$ cat src/rtl/effects_chain.sv
// Overdrive effects chain: input gain, symmetric clipper, output level and final saturation
// in a 3-stage valid pipeline. Optional noise gate under EFFECTS_CHAIN_NOISE_GATE_EN.
module effects_chain #(
   parameter int IN_W      = 12,
   parameter int OUT_W     = 16,
   parameter int GAIN_W    = 11,
   parameter int GAIN_FRAC = 4,
   parameter int LEVEL_W   = 8
`ifdef EFFECTS_CHAIN_NOISE_GATE_EN
   ,
   parameter int GATE_THR  = 16,
   parameter int GATE_HOLD = 1024
`endif
) (
   input  logic                clk,
   input  logic                rst,
   input  logic                in_valid,
   input  logic [IN_W-1:0]     in_sample,
   input  logic                par_load,
   input  logic [GAIN_W-1:0]   par_gain,
   input  logic [OUT_W-2:0]    par_clip,
   input  logic [LEVEL_W-1:0]  par_level,
   input  logic                par_bypass,
   output logic                par_pending,
   output logic                out_valid,
   output logic [OUT_W-1:0]    out_sample,
   output logic                out_clipped
);

   localparam int PW = OUT_W + GAIN_W + 1;
   localparam int QW = OUT_W + LEVEL_W + 1;

   localparam logic [GAIN_W-1:0]  GAIN_UNITY  = GAIN_W'(1 << GAIN_FRAC);
   localparam logic [OUT_W-2:0]   CLIP_MAX    = '1;
   localparam logic [LEVEL_W-1:0] LEVEL_UNITY = LEVEL_W'(1 << (LEVEL_W - 1));

   localparam logic signed [QW-1:0] SAT_MAX = {{(QW-OUT_W+1){1'b0}}, {(OUT_W-1){1'b1}}};
   localparam logic signed [QW-1:0] SAT_MIN = {{(QW-OUT_W+1){1'b1}}, {(OUT_W-1){1'b0}}};

   // ---------------- parameter sets ----------------
   logic [GAIN_W-1:0]  r_act_gain,  r_pnd_gain;
   logic [OUT_W-2:0]   r_act_clip,  r_pnd_clip;
   logic [LEVEL_W-1:0] r_act_level, r_pnd_level;
   logic               r_act_byp,   r_pnd_byp;
   logic               r_pending;

   logic               w_apply;
   logic [GAIN_W-1:0]  w_sel_gain;
   logic [OUT_W-2:0]   w_sel_clip;
   logic [LEVEL_W-1:0] w_sel_level;
   logic               w_sel_byp;

   assign w_apply     = in_valid & r_pending;
   assign w_sel_gain  = w_apply ? r_pnd_gain  : r_act_gain;
   assign w_sel_clip  = w_apply ? r_pnd_clip  : r_act_clip;
   assign w_sel_level = w_apply ? r_pnd_level : r_act_level;
   assign w_sel_byp   = w_apply ? r_pnd_byp   : r_act_byp;

   // A load coinciding with an applying sample promotes the old pending set and re-arms.
   always_ff @(posedge clk or posedge rst) begin
      if (rst) begin
         r_act_gain  <= GAIN_UNITY;
         r_act_clip  <= CLIP_MAX;
         r_act_level <= LEVEL_UNITY;
         r_act_byp   <= 1'b0;
         r_pnd_gain  <= GAIN_UNITY;
         r_pnd_clip  <= CLIP_MAX;
         r_pnd_level <= LEVEL_UNITY;
         r_pnd_byp   <= 1'b0;
         r_pending   <= 1'b0;
      end else begin
         if (w_apply) begin
            r_act_gain  <= r_pnd_gain;
            r_act_clip  <= r_pnd_clip;
            r_act_level <= r_pnd_level;
            r_act_byp   <= r_pnd_byp;
         end
         if (par_load) begin
            r_pnd_gain  <= par_gain;
            r_pnd_clip  <= par_clip;
            r_pnd_level <= par_level;
            r_pnd_byp   <= par_bypass;
            r_pending   <= 1'b1;
         end else if (w_apply) begin
            r_pending   <= 1'b0;
         end
      end
   end

   assign par_pending = r_pending;

   // ---------------- stage 1: extend and snapshot ----------------
   logic signed [OUT_W-1:0] w_x_ext;
   assign w_x_ext = OUT_W'($signed(in_sample));

   logic                    r_s1_valid;
   logic signed [OUT_W-1:0] r_s1_x;
   logic [GAIN_W-1:0]       r_s1_gain;
   logic [OUT_W-2:0]        r_s1_clip;
   logic [LEVEL_W-1:0]      r_s1_level;
   logic                    r_s1_byp;

   always_ff @(posedge clk or posedge rst) begin
      if (rst) begin
         r_s1_valid <= 1'b0;
         r_s1_x     <= '0;
         r_s1_gain  <= '0;
         r_s1_clip  <= '0;
         r_s1_level <= '0;
         r_s1_byp   <= 1'b0;
      end else begin
         r_s1_valid <= in_valid;
         if (in_valid) begin
            r_s1_x     <= w_x_ext;
            r_s1_gain  <= w_sel_gain;
            r_s1_clip  <= w_sel_clip;
            r_s1_level <= w_sel_level;
            r_s1_byp   <= w_sel_byp;
         end
      end
   end

   // ---------------- optional noise gate ----------------
   logic w_s2_mute;

`ifdef EFFECTS_CHAIN_NOISE_GATE_EN
   localparam int CW = $clog2(GATE_HOLD + 1);
   localparam logic [OUT_W-1:0] THR    = OUT_W'(GATE_THR);
   localparam logic [CW-1:0]    HOLD_N = CW'(GATE_HOLD);

   typedef enum logic [1:0] {G_OPEN, G_HOLD, G_CLOSED} gate_t;

   gate_t            r_gate_state, w_gate_next;
   logic [CW-1:0]    r_gate_cnt,   w_cnt_next;
   logic [CW-1:0]    w_cnt_inc;
   logic [OUT_W-1:0] w_abs;
   logic             w_loud;
   logic             r_s1_mute, r_s2_mute;

   assign w_abs     = w_x_ext[OUT_W-1] ? OUT_W'(-w_x_ext) : OUT_W'(w_x_ext);
   assign w_loud    = (w_abs >= THR);
   assign w_cnt_inc = r_gate_cnt + CW'(1);

   always_ff @(posedge clk or posedge rst) begin
      if (rst) begin
         r_gate_state <= G_OPEN;
         r_gate_cnt   <= '0;
      end else begin
         r_gate_state <= w_gate_next;
         r_gate_cnt   <= w_cnt_next;
      end
   end

   always_comb begin
      w_gate_next = r_gate_state;
      w_cnt_next  = r_gate_cnt;
      if (in_valid) begin
         case (r_gate_state)
            G_OPEN: begin
               if (!w_loud) begin
                  w_gate_next = G_HOLD;
                  w_cnt_next  = CW'(1);
               end
            end
            G_HOLD: begin
               if (w_loud) begin
                  w_gate_next = G_OPEN;
                  w_cnt_next  = '0;
               end else begin
                  w_cnt_next = w_cnt_inc;
                  if (w_cnt_inc == HOLD_N) w_gate_next = G_CLOSED;
               end
            end
            G_CLOSED: begin
               if (w_loud) begin
                  w_gate_next = G_OPEN;
                  w_cnt_next  = '0;
               end
            end
            default: begin
               w_gate_next = G_OPEN;
               w_cnt_next  = '0;
            end
         endcase
      end
   end

   // Each sample carries the gate state it produced.
   always_ff @(posedge clk or posedge rst) begin
      if (rst) begin
         r_s1_mute <= 1'b0;
         r_s2_mute <= 1'b0;
      end else begin
         if (in_valid)   r_s1_mute <= (w_gate_next == G_CLOSED);
         if (r_s1_valid) r_s2_mute <= r_s1_mute;
      end
   end

   assign w_s2_mute = r_s2_mute;
`else
   assign w_s2_mute = 1'b0;
`endif

   // ---------------- stage 2: gain and clip ----------------
   logic signed [PW-1:0]    w_pa, w_pb, w_p, w_p_sh, w_clip_pos, w_clip_neg;
   logic signed [OUT_W-1:0] w_y;
   logic                    w_y_tag;

   assign w_pa       = PW'(r_s1_x);
   assign w_pb       = PW'($signed({1'b0, r_s1_gain}));
   assign w_p        = w_pa * w_pb;
   assign w_p_sh     = w_p >>> GAIN_FRAC;
   assign w_clip_pos = PW'({1'b0, r_s1_clip});
   assign w_clip_neg = -w_clip_pos;

   // Zero threshold flags every non-zero input, even if the scaled value rounds to zero.
   always_comb begin
      w_y     = w_p_sh[OUT_W-1:0];
      w_y_tag = 1'b0;
      if (w_p_sh > w_clip_pos) begin
         w_y     = w_clip_pos[OUT_W-1:0];
         w_y_tag = 1'b1;
      end else if (w_p_sh < w_clip_neg) begin
         w_y     = w_clip_neg[OUT_W-1:0];
         w_y_tag = 1'b1;
      end
      if ((r_s1_clip == '0) && (r_s1_x != '0)) w_y_tag = 1'b1;
      if (r_s1_byp) begin
         w_y     = r_s1_x;
         w_y_tag = 1'b0;
      end
   end

   logic                    r_s2_valid;
   logic signed [OUT_W-1:0] r_s2_y;
   logic                    r_s2_tag;
   logic [LEVEL_W-1:0]      r_s2_level;
   logic                    r_s2_byp;

   always_ff @(posedge clk or posedge rst) begin
      if (rst) begin
         r_s2_valid <= 1'b0;
         r_s2_y     <= '0;
         r_s2_tag   <= 1'b0;
         r_s2_level <= '0;
         r_s2_byp   <= 1'b0;
      end else begin
         r_s2_valid <= r_s1_valid;
         if (r_s1_valid) begin
            r_s2_y     <= w_y;
            r_s2_tag   <= w_y_tag;
            r_s2_level <= r_s1_level;
            r_s2_byp   <= r_s1_byp;
         end
      end
   end

   // ---------------- stage 3: level and saturate ----------------
   logic signed [QW-1:0]    w_qa, w_qb, w_q, w_q_sh;
   logic signed [OUT_W-1:0] w_out;
   logic                    w_out_tag;

   assign w_qa   = QW'(r_s2_y);
   assign w_qb   = QW'($signed({1'b0, r_s2_level}));
   assign w_q    = w_qa * w_qb;
   assign w_q_sh = w_q >>> (LEVEL_W - 1);

   always_comb begin
      w_out     = w_q_sh[OUT_W-1:0];
      w_out_tag = r_s2_tag;
      if (w_q_sh > SAT_MAX) begin
         w_out     = SAT_MAX[OUT_W-1:0];
         w_out_tag = 1'b1;
      end else if (w_q_sh < SAT_MIN) begin
         w_out     = SAT_MIN[OUT_W-1:0];
         w_out_tag = 1'b1;
      end
      if (r_s2_byp) begin
         w_out     = r_s2_y;
         w_out_tag = 1'b0;
      end
      if (w_s2_mute) begin
         w_out     = '0;
         w_out_tag = 1'b0;
      end
   end

   logic             r_out_valid;
   logic [OUT_W-1:0] r_out_sample;
   logic             r_out_clipped;

   always_ff @(posedge clk or posedge rst) begin
      if (rst) begin
         r_out_valid   <= 1'b0;
         r_out_sample  <= '0;
         r_out_clipped <= 1'b0;
      end else begin
         r_out_valid <= r_s2_valid;
         if (r_s2_valid) begin
            r_out_sample  <= w_out;
            r_out_clipped <= w_out_tag;
         end
      end
   end

   assign out_valid   = r_out_valid;
   assign out_sample  = r_out_sample;
   assign out_clipped = r_out_clipped;

endmodule

$ cat config.mk
export PLATFORM = sky130hd
export DESIGN_NAME = effects_chain
export DESIGN_NICKNAME = d
export VERILOG_FILES = /design/src/rtl/effects_chain.sv
export SDC_FILE = /design/constraint.sdc
export NUM_CORES = 1
export LEC_CHECK = 0
export CORE_ASPECT_RATIO = 1.4
export CORE_MARGIN = 2
export CORE_UTILIZATION = 55
export CTS_CLUSTER_DIAMETER = 120
export DETAILED_ROUTE_END_ITERATION = 8
export PLACE_DENSITY = 0.78
export RECOVER_POWER = 25
export SETUP_SLACK_MARGIN = 0.05
export SLEW_MARGIN = 20
export SYNTH_ARGS = -nofsm -noshare
export SYNTH_HDL_FRONTEND = slang
export SYNTH_SLANG_ARGS = --single-unit
$ cat constraint.sdc
create_clock -name clk -period 16.35 [get_ports clk]
set_input_delay 3.27 -clock clk [delete_from_list [all_inputs] [get_ports clk]]
set_output_delay 3.27 -clock clk [all_outputs]
set_load 0.05 [all_outputs]
; Yosys cells after proc, flatten, opt, wreduce, memory -nomap -nowiden
; Cells that the tools add are included.
[word_totals]
regBits = 164
wordCells = 54
[op_classes]
n_addsub = 1
n_mul = 2
order_cmp = 4
n_mux = 19
bitwise = 1
n_reduce_logical = 4
[ops]
columns = cell, n
row1 = 2-to-1 mux 16 bit, 6
row2 = less-than comparator 20 x 28 -> 1 bit, 1
row3 = negation 15 -> 28 bit, 1
row4 = multiplier 16 x 9 -> 25 bit, 1
row5 = multiplier 12 x 12 -> 24 bit, 1
row6 = greater-than comparator 20 x 16 -> 1 bit, 1
row7 = greater-than comparator 18 x 16 -> 1 bit (second input constant), 1
row8 = less-than comparator 18 x 16 -> 1 bit (second input constant), 1
row9 = nonzero test 16 bit, 1
row10 = zero test 15 bit, 1
row11 = 2-to-1 mux 15 bit, 1
row12 = 2-to-1 mux 11 bit, 1
row13 = 2-to-1 mux 1 bit, 10
row14 = 2-to-1 mux 8 bit, 1
row15 = nonzero test 2 bit, 1
row16 = AND 1 bit, 1
row17 = logical AND 1 bit, 1

; Longest topological paths before layout
[depth]
ltp_word = 6
depth_mapped = 33

; Worst setup path after synthesis
; No wires, ideal clock.
[synth_path]
kind = register to register
from = reg r_s1_x[5]
to = reg r_s2_y[1]
setup_ps = 131
arrival_ps = 7242
required_time_ps = 16219
path_slack_ps = 8977
path_stages_with_launch = 32
path_buffers = 3
path_cell_list = dfrtp_1 clkbuf_1 nand2_1 fa_1 inv_1 fa_1 fa_1 fa_1 inv_1 fa_1 inv_1 ha_1 a21oi_1 nand2_1 a21oi_1 nand2_1 a21o_1 a21oi_1 xnor2_1 ha_1 a21o_1 a21oi_1 o21ai_0 a211oi_1 a21oi_1 maj3_1 a211oi_1 o211ai_2 buf_6 buf_12 mux2i_1 o22ai_1
[synth_between]
elab_chain_cells = 5
[synth_lines]
columns = element, line
row1 = start: declaration, 97  ; logic signed [OUT_W-1:0] r_s1_x;
row2 = start signal: assignment, 114  ; r_s1_x <= w_x_ext;
row3 = multiplier 12 x 12 -> 24 bit *, 211  ; assign w_p = w_pa * w_pb;
row4 = less-than comparator 20 x 28 -> 1 bit, 223  ; end else if (w_p_sh < w_clip_neg) begin
row5 = 2-to-1 mux 16 bit, 223
row6 = 2-to-1 mux 16 bit *, 220  ; if (w_p_sh > w_clip_pos) begin
row7 = 2-to-1 mux 16 bit *, 228  ; if (r_s1_byp) begin
row8 = end signal: assignment, 250  ; r_s2_y <= w_y;
row9 = end: declaration, 235  ; logic signed [OUT_W-1:0] r_s2_y;
; Mark *: on every way between the ends. The rest lies on a longest branch, timed or not.
; A chain may end at the register's enable or synchronous reset.

; Worst setup path after layout
[layout_path]
from = reg r_s1_x[5]
to = reg r_s2_y[11]
; Same word-level chain as after synthesis.

==> summary.txt <==
EDFF count, synth: 0
Clock Sinks: 164
Crit Path Max Fanout: 19
Port Buf Inserts: 69
Initial Util: 55.7%
core area: 0.0323 mm²
layout cell share with drive strength beyond 1: 10.4%
Setup Viol. Count Final: 0
first-pass GRT wire length: 68700 µm
max frequency: 120 MHz
Setup CP Type: register to register
failing checks: capacitance limit, slew limit
initial antenna violation count: 0
routed length per instance: 17.3 µm
pre-CTS setup slack: 7900 ps
Slew Viols, Final: 199
Hold-fix buffers, CTS: 0
Nets: 2295
setup TNS: 0 ps
# DRC: 0
CP startpoint kind: register
Setup WS post-layout: 8020 ps
grt total ovfl: 0
Worst Hold Depth: 1
Tcrit/Tclk final: 50.9%
met2 Use GR: 47.0%
area delta synth->final: 8.25%
FFs w/ async S/R, synth: 100%
Ant. Diodes: 0
R2R depth: 28
Yosys cell types: 72
Seq/Total Area, Yosys: 23.1%
# H-tree levels: 4
Setup crit end kind: register
Mapped Area: 0.0180 mm²
GR peak layer: met2
First DRT Iteration DRCs: 703
RSZ-0062 raised after global routing: no
Rows: 78
Via-to-Cell Ratio: 5.57
Hold Crit Class: register to register
largest net degree at the start of global routing: 89
Clock Pin Slew Worst Setup and Hold Paths: 70 ps
Max Cap Violations: 3
clock skew: 11.5 ps
GP Congestion: 0.993
Cells after Synth: 1874
DRT antenna net count: 0
slowest stage cell, crit path: dfrtp_1
post_cts resized: 0
clk buf depth: 2
Die H: 218 µm
Worst-Skew Late Latency: 440 ps
Worst EP required: 16640 ps
Worst R2R End: r_s2_y[11]
most frequent cells in the layout: 370 x inv_1, 226 x fa_1, 201 x nand2_1
total die area: 0.0342 mm²
CTS tree: done
DPL Wire Length: 32000 µm
RR Startpoint: r_s1_x[5]
met3 Track Usage GR: 3.22%
grt met1 use: 29.2%
Syn. warnings: 0
number of global-route vias before repair: 14168
CTS buffer count: 17
Total GRT Usage: 25.2%
leading cell type in the layout, fill and taps excluded: inv_1
setup slack, reg-to-reg: 8020 ps
Setup Fix Bufs, Post-CTS: 0
worst min-delay path startpoint: r_act_gain[3]
#FFs+latches synth: 164
min cycle time layout: 8330 ps
1st-pass router iterations: 5
final hold violations: 0
slew margin rel.: -159%
Top FF cell, synth: dfrtp_1
status: finished with violations
Die W: 157 µm
worst slew pin tran: 3870 ps
syn_area_per_cell: 9.60 µm²
Hold Path End: r_act_gain[3]
Setup crit start: r_s1_x[5]
IO Pins: 70
Root Buffer: clkbuf_16
Critical Path Max Stage Delay: 690 ps
Routed WL: 40400 µm
syn_nets: 2285
Via Count: 13017
arrival time worst endpoint: 8610 ps
==> cells by family (layout without fill, tap and decap cells) <==
family | after synthesis | count (layout) | share of synthesized area [%]
AO/OA/AOI/OAI | 235 | 235 | 8.91
XOR/XNOR | 56 | 56 | 2.73
adder cells (fa/ha/maj) | 361 | 361 | 34.5
buffers and inverters | 457 | 480 | 9.70
flip-flops | 164 | 164 | 23.1
multiplexers | 130 | 130 | 8.01
AND/OR/NAND/NOR | 471 | 471 | 13.1
==> final cells by class <==
cell class	count	area, µm²
clock inverters	11	93.8
repair buffers	76	727
well taps	440	551
fillers	2654	12800
multi-input cells	1253	12100
inverters	372	1400
flip-flops and latches	164	4150
clock buffers	21	450
==> cells in the mapped netlist, types with 18 or more instances <==
master | instances | area (µm²)
inv_1 | 371 | 1390
fa_1 | 226 | 4520
nand2_1 | 201 | 754
ha_1 | 134 | 1680
dfrtp_1 | 130 | 3250
and2_1 | 118 | 738
mux2_2 | 112 | 1260
clkbuf_1 | 73 | 274
o21ai_0 | 54 | 270
a21oi_1 | 53 | 265
xnor2_1 | 45 | 394
nor2_1 | 40 | 150
dfstp_2 | 34 | 893
a21o_1 | 22 | 165
nand4_1 | 19 | 119
mux2i_1 | 18 | 180
==> critical path, delay by kind of cell (launching register included) <==
kind / cells / cell delay, ps
xor+xnor: 1 / 230
simple gates: 3 / 420
buf+inv: 3 / 140
fa+ha+maj: 8 / 3620
mux: 1 / 280
flops: 1 / 690
compound gates: 12 / 2800
==> worst max path at each step <==
| stage | to | slack, ps |
|---|---|---|
| floorplan | out_clipped | 8700 |
| global placement | r_s2_y[13] | 8190 |
| detailed placement | r_s2_y[11] | 7900 |
| CTS | r_s2_y[11] | 7880 |
| global route | r_s2_y[12] | 7500 |
| finish | r_s2_y[11] | 8020 |
==> metrics by stage <==
stage                     area, µm²  std cells  utilization (%)  hold slack (ps)
after floorplan               18000       1874                -              352
after global placement        18900       2305             58.6              479
after detailed placement      18900       2305             58.6              482
after CTS                     19500       2337             60.3              497
after global routing          19500       2337             60.3              510
final                         19500       2337             60.3              496
==> sequential cells by signal (all words and copies together), names as in the netlist, 8 cells and up <==
| signal | cells |
|---|---|
| out_sample | 16 |
| r_s2_y | 16 |
| r_act_clip | 15 |
| r_pnd_clip | 15 |
| r_s1_clip | 15 |
| r_s1_x | 12 |
| r_act_gain | 11 |
| r_pnd_gain | 11 |
| r_s1_gain | 11 |
| r_act_level | 8 |
| r_pnd_level | 8 |
| r_s1_level | 8 |
| r_s2_level | 8 |
==> layer usage <==
layer	routed length [µm]	share of wire, %	vias to the layer above
met2	21700	54	384
met5	0	0	-
met4	1570	3.9	0
met1	15300	38	6529
met3	1900	4.7	108
li1	-	-	5996
Power is not shown: default switching activity piles up to over one toggle a cycle in this logic, so the estimate is an artifact.
